### src/rtl/y_writer.sv
// -----------------------------------------------------------------------------
// y_writer
//
// Collects result values from the intermediator, converts each FloPoCo double
// to IEEE-754 on entry, buffers them in a small FIFO and streams them out as
// sequential 8-byte memory writes starting at a base address latched by
// `start`. A pass runs from `start` until `eof` has been seen and every
// buffered value has been issued, at which point `done` is raised.
//
// Ports
//   clk           clock, all state updates on the rising edge
//   rst           synchronous active-high reset
//   start         one-cycle pulse: latch base_addr, clear counters, enter RUN
//   base_addr     byte address of y[0]
//   push          value on `v` is valid this cycle
//   v             FloPoCo double {exc[1:0], sign, exp[10:0], frac[51:0]}
//   eof           one-cycle pulse: no further push in this pass
//   almost_full   registered back-pressure, occupancy >= AF_THRESHOLD
//   mem_req       write request valid (one cycle per entry)
//   mem_addr      write byte address
//   mem_data      IEEE-754 double to write
//   mem_stall     memory cannot accept a request this cycle
//   rows_written  number of requests issued this pass
//   done          pass complete, held until start or rst
//   overflow      sticky: a push was dropped this pass
// -----------------------------------------------------------------------------
module y_writer #(
  parameter int FIFO_DEPTH      = 16,
  parameter int LOG2_FIFO_DEPTH = 4,
  parameter int AF_THRESHOLD    = 12,
  parameter int ADDR_WIDTH      = 48
) (
  input  logic                  clk,
  input  logic                  rst,
  input  logic                  start,
  input  logic [ADDR_WIDTH-1:0] base_addr,
  input  logic                  push,
  input  logic [65:0]           v,
  input  logic                  eof,
  output logic                  almost_full,
  output logic                  mem_req,
  output logic [ADDR_WIDTH-1:0] mem_addr,
  output logic [63:0]           mem_data,
  input  logic                  mem_stall,
  output logic [31:0]           rows_written,
  output logic                  done,
  output logic                  overflow
);

  typedef enum logic [1:0] {
    IDLE  = 2'd0,
    RUN   = 2'd1,
    FLUSH = 2'd2,
    DONE  = 2'd3
  } state_t;

  localparam logic [LOG2_FIFO_DEPTH-1:0] PTR_ONE  = LOG2_FIFO_DEPTH'(1);
  localparam logic [LOG2_FIFO_DEPTH:0]   CNT_ONE  = (LOG2_FIFO_DEPTH + 1)'(1);
  localparam logic [LOG2_FIFO_DEPTH:0]   CNT_FULL = (LOG2_FIFO_DEPTH + 1)'(FIFO_DEPTH);
  localparam logic [LOG2_FIFO_DEPTH:0]   CNT_AF   = (LOG2_FIFO_DEPTH + 1)'(AF_THRESHOLD);

  state_t                     state;
  logic [63:0]                fifo_mem [FIFO_DEPTH];
  logic [LOG2_FIFO_DEPTH-1:0] wr_ptr;
  logic [LOG2_FIFO_DEPTH-1:0] rd_ptr;
  logic [LOG2_FIFO_DEPTH:0]   count;
  logic [LOG2_FIFO_DEPTH:0]   count_next;
  logic [ADDR_WIDTH-1:0]      base_q;
  // Entries popped this pass; drives the address of the request being formed,
  // one cycle ahead of rows_written which counts requests already presented.
  logic [31:0]                pop_cnt;

  logic fifo_empty;
  logic fifo_full;
  logic push_ok;
  logic push_drop;
  logic pop;

  // FloPoCo exception field selects zero / normal / infinity / NaN.
  function automatic logic [63:0] to_ieee(input logic [65:0] f);
    logic [63:0] r;
    case (f[65:64])
      2'b00:   r = {f[63], 63'b0};
      2'b01:   r = f[63:0];
      2'b10:   r = {f[63], 11'h7FF, 52'b0};
      default: r = 64'h7FF8_0000_0000_0000;
    endcase
    return r;
  endfunction

  // Full is judged on pre-pop occupancy, so a push at full is dropped even if
  // a pop frees a slot in the same cycle.
  assign fifo_empty = (count == '0);
  assign fifo_full  = (count == CNT_FULL);
  assign push_ok    = push && (state == RUN) && !fifo_full;
  assign push_drop  = push && !push_ok;
  assign pop        = !fifo_empty && !mem_stall;

  // NOTE: every always_comb output gets a default first so no path leaves it
  // unassigned, which would otherwise infer a latch.
  always_comb begin
    count_next = count;
    case ({push_ok, pop})
      2'b10:   count_next = count + CNT_ONE;
      2'b01:   count_next = count - CNT_ONE;
      default: count_next = count;
    endcase
  end

  // NOTE: the storage array has no reset; the pointers and count define which
  // entries are valid, so clearing them is enough and keeps this a plain RAM.
  always_ff @(posedge clk) begin
    if (push_ok) begin
      fifo_mem[wr_ptr] <= to_ieee(v);
    end
  end

  // NOTE: sequential state uses non-blocking assignments only, so every
  // register samples the pre-edge values regardless of statement order.
  always_ff @(posedge clk) begin
    if (rst) begin
      state        <= IDLE;
      wr_ptr       <= '0;
      rd_ptr       <= '0;
      count        <= '0;
      base_q       <= '0;
      pop_cnt      <= '0;
      mem_req      <= 1'b0;
      mem_addr     <= '0;
      mem_data     <= '0;
      rows_written <= '0;
      done         <= 1'b0;
      overflow     <= 1'b0;
      almost_full  <= 1'b0;
    end else begin
      count       <= count_next;
      almost_full <= (count_next >= CNT_AF);

      if (push_ok) begin
        wr_ptr <= wr_ptr + PTR_ONE;
      end

      // Output register: a request is presented for exactly one cycle.
      mem_req <= pop;
      if (pop) begin
        rd_ptr   <= rd_ptr + PTR_ONE;
        mem_data <= fifo_mem[rd_ptr];
        mem_addr <= base_q + ADDR_WIDTH'({pop_cnt, 3'b000});
        pop_cnt  <= pop_cnt + 32'd1;
      end

      if (mem_req) begin
        rows_written <= rows_written + 32'd1;
      end

      if (push_drop) begin
        overflow <= 1'b1;
      end

      case (state)
        RUN: begin
          if (eof) begin
            state <= FLUSH;
          end
        end
        FLUSH: begin
          // Finished once nothing is buffered and the last request has left
          // the output register.
          if (fifo_empty && !mem_req) begin
            state <= DONE;
            done  <= 1'b1;
          end
        end
        default: ;
      endcase

      // A new pass overrides everything above; buffered data is kept.
      if (start) begin
        state        <= RUN;
        base_q       <= base_addr;
        pop_cnt      <= '0;
        rows_written <= '0;
        done         <= 1'b0;
        overflow     <= 1'b0;
      end
    end
  end

endmodule

### config.mk
export PLATFORM = sky130hd
export DESIGN_NAME = y_writer
export DESIGN_NICKNAME = d
export VERILOG_FILES = /design/src/rtl/y_writer.sv
export SDC_FILE = /design/constraint.sdc
export NUM_CORES = 2
export LEC_CHECK = 0
export CAP_MARGIN = 10
export CORE_MARGIN = 10
export CORE_UTILIZATION = 54
export DETAILED_ROUTE_END_ITERATION = 10
export GPL_ROUTABILITY_DRIVEN = 0
export HOLD_SLACK_MARGIN = 0.15
export PLACE_DENSITY = 0.76
export SLEW_MARGIN = 10
export SYNTH_ARGS = -nofsm -noshare
export SYNTH_HDL_FRONTEND = slang
export SYNTH_SLANG_ARGS = --single-unit
### constraint.sdc
create_clock -name clk -period 6.2 [get_ports clk]
set_clock_uncertainty 0.2 [all_clocks]
set_input_delay 0.62 -clock clk [delete_from_list [all_inputs] [get_ports clk]]
set_output_delay 0.62 -clock clk [all_outputs]
set_load 0.1 [all_outputs]
==> summary.md <==
| Metric | Value |
|---|---|
| Worst path cell trace | nor4_4, a211oi_4, nand2_1, nor3_4, buf_12 |
| Syn avg cell area | between 15 and 20 um^2 |
| Chip width | 324.8 um |
| Slowest stage delay, CP | between 0.9 and 1 ns |
| Worst-Skew Late Latency | between 0.7 and 0.8 ns |
| Via count | about 28000 |
| First-pass GRT wire length | about 190000 um |
| R2R Setup Slk | around 2.4 ns |
| Post-Syn Instances | about 2900 |
| CTS Buffer Depth | 3 |
| Antenna Nets Post-Route | 0 |
| Rows | ~110 |
| DR pass1 iterations | 6 |
| Ys Warns | 0 |
| Setup_tns | 0 ns |
| TritonCTS clock tree | yes |
| Unrepaired setup endpoints after global routing | false |
| CP arrival | 3.97 ns |
| Post-synth EDFFs | a little over 1000 |
| Seq/Total Area, Yosys | a little under three quarters |
| FILL cells | between 6000 and 7000 |
| Syn Std Cell Area | between 0.05 and 0.06 mm^2 |
| Wire length per cell | 27.83 um |
| Worst Setup Start Kind | flip-flop |
| Most common flop cell mapped by yosys | edfxtp_1 |
| P_leak | around 19 nW |
| Combinational power share | between 20% and 30% |
| MaxCap Viol Count | 0 |
| Clock transition at path regs | 0.06 ns |
| Crit path buffers/inverters | 1 |
| Post-CTS sizing | 0 |
| Area delta synth->final | 16.80% |
| Slew @ Worst Pin | around 1.2 ns |
| Largest net degree at the start of global routing | 117 |
| Setup-failing EPs final | 0 |
| Worst EP required | around 6.4 ns |
| Starting DRC count in detailed routing | 2921 |
| Net Sw Frac | between 20% and 30% |
| Slew Limit Fails | 0 |
| Share of layout cells above drive strength 1 | between 10% and 20% |
| Net switching power | approximately 0.0066 W |
| Delay-heaviest family, CP | simple AND/OR/NAND/NOR gates |
| Net count, final | between 3000 and 4000 |
| Clock power frac | between 30% and 40% |
| Port bufs | 267 |
| Status | completed |
| Slowest CP cell | nor3_4 |
| H-tree level count | 3 |
| Vias in the first global route | between 20000 and 30000 |
| Power Density | between 300 and 400 mW/mm^2 |
| Netlist cell types | 85 |
| Initial antenna violation count | 9 |
| Critical Path Sink Type | flip-flop |
| Fin crit period | around 3.8 ns |
| Clk sinks | between 1000 and 1500 |
| Routed WL | 125100 um |
| Max Freq | between 0.2 and 0.3 GHz |
| CORE AREA | a little over 0.09 mm^2 |
| Finished Core Util | 63.73% |
| Final HPWL DP | approximately 70000 um |
| Syn_nets | ~3000 |
| Initial Utilization | 54.56% |
| Total internal power | between 0.015 and 0.02 W |
| Die area | between 0.1 and 0.15 mm^2 |
| DRC errors left | 0 |
| Gr usage total | 23.45% |
| CTS buffer count | about 120 |
| HP Class | flip-flop to flip-flop |
| Post-cts hold buffer count | 0 |
| Async set-reset flop share out of synthesis | 0% |
| Final hold vios | 0 |
| Flop pwr share | between 40% and 50% |
| Yosys reg bits | approximately 1300 |
| Worst relative slew slack | ~22% |
| Vias/cell | slightly above 6 |
| Peak VDD IR | about 0.39 mV |
| Hold Slack | 0.2525 ns |
| Final Cycle Share | around three fifths |
| Die height | between 300 and 400 um |
| CTS root buf | clkbuf_16 |
| Setup Buffers After CTS | 0 |
| Critical path class | flip-flop to flip-flop |
| Overflow after GRT | 0 |
| IO Pins | between 200 and 300 |
| Largest driver fanout on the critical path | ~50 |
| Tot Pwr | roughly 0.022 W |
-- synth_stat cells (3+ instances only) --
library cell	count	area, um^2
nand2_2	3	18.77
nor2b_1	8	50.05
nand3_1	44	220.2
inv_1	22	82.58
a311oi_2	3	45.04
nand4_1	23	143.9
a31oi_1	6	37.54
nor3_1	22	110.1
o21ai_0	40	200.2
o21ai_1	3	15.01
clkbuf_1	89	334.1
o211ai_1	5	37.54
a21o_2	3	26.28
nor3b_1	4	30.03
buf_1	19	71.32
a21oi_1	142	710.7
nand2b_1	6	37.54
a211oi_1	3	22.52
or2_2	5	31.28
o221ai_1	3	26.28
a21boi_0	3	22.52
buf_2	28	140.1
xnor2_1	31	271.5
edfxtp_1	1024	30750
nand2_1	236	885.9
a21o_1	32	240.2
buf_6	7	78.83
and2_1	55	344.1
nor2_1	163	611.8
and3_1	16	100.1
mux4_2	320	7207
o22ai_1	5	31.28
o21a_1	3	22.52
and4_1	4	35.03
xor2_1	51	446.7
o221a_2	4	45.04
o21bai_1	8	60.06
mux2i_1	52	520.5
nor2_2	3	18.77
nand3b_1	6	45.04
buf_4	3	22.52
ha_1	41	513.0
dfxtp_1	243	4865
or3_1	21	131.4
-- tightest hold or removal path, delay by kind of cell, from the launching register on --
kind	cells	cell delay, ns
simple gates	1	0.05
compound gates	1	0.05
flops	1	0.31
-- cells by family after synthesis --
kind of cell | count (synthesis) | synth area share [%]
compound gates | 293 | 3.691
simple gates | 632 | 5.864
mux | 373 | 15.43
buf+inv | 173 | 1.531
fa+ha+maj | 42 | 1.063
xor+xnor | 82 | 1.432
flops | 1267 | 70.99
-- path summary, 6_finish.rpt --
check                            startpoint               to  cells past startpoint
worst max-delay path               count[2]  fifo_mem[3][24]                      5
worst min-delay path            mem_data[5]      mem_data[5]                      2
worst max register to register     count[2]  fifo_mem[3][24]                      5
worst min register to register  mem_data[5]      mem_data[5]                      2
-- sequential cells by signal, indices dropped and copies added (netlist names) --
name and cells:
fifo_mem 1024, mem_req 1, pop_cnt 32, state 2
wr_ptr 4, overflow 1, count 5, mem_addr 48
rows_written 32, mem_data 64, almost_full 1, base_q 48
rd_ptr 4, done 1
-- cell usage in the layout, fill, tap and decap left out, types with 7 or more instances in the layout --
master and n:
a21o_1 31, a21oi_1 142, and2_1 55, and3_1 16
buf_12 13, buf_4 26, bufinv_16 17, clkbuf_1 19
clkbuf_16 121, clkbuf_8 14, clkdlybuf4s50_1 265, clkinv_1 9
clkinv_2 27, dfxtp_1 239, edfxtp_1 1024, ha_1 41
inv_1 22, mux2i_1 52, mux4_2 320, nand2_1 236
nand3_1 44, nand4_1 23, nor2_1 151, nor2_4 12
nor2b_1 7, nor3_1 18, o21ai_0 40, o21bai_1 8
or3_1 21, xnor2_1 31, xor2_1 51
-- layout make-up --
cell class	instances	area, um^2	area share (%)
clock buffer	156	3302	5.635
antenna	1	2.502	0.004271
clock inverter	75	925.9	1.580
inverter	24	92.59	0.1580
sequential	1267	35630	60.81
timing repair buffer	307	3152	5.379
multi-input combinational	1422	13930	23.78
tap	1243	1555	2.654
-- through the flow --
| stage | instances | setup WS (ns) | area (um^2) |
|---|---|---|---|
| 4_1_cts | 4493 | 2.312 | 58560 |
| 5_1_grt | 4495 | 2.235 | 58590 |
| 3_3_place_gp | 4262 | 1.858 | 54330 |
| 2_1_floorplan | 2862 | 1.501 | 50190 |
| 6_report | 4495 | 2.378 | 58590 |
| 3_5_place_dp | 4262 | 1.806 | 54330 |
-- power groups by stage --
stage	clock, W	combinational [W]	sequential [W]
after detailed placement	0	0.00480	0.00981
after CTS	0.00783	0.00487	0.00963
after floorplan	0	0.00236	0.0111
after global placement	0	0.00473	0.00979
final	0.00775	0.00482	0.00963
after global routing	0.00816	0.00509	0.00965
-- per-layer routing --
| metal | vias up | global-route usage, % | share of wire (%) |
|---|---|---|---|
| met5 | - | 0 | 0.053 |
| met4 | 12 | 6.500 | 2.3 |
| met3 | 207 | 4.687 | 8.9 |
| met2 | 1527 | 39.21 | 51 |
| met1 | 14250 | 31.22 | 38 |
| li1 | 11820 | - | - |
Power figures use the tool's default switching activity.
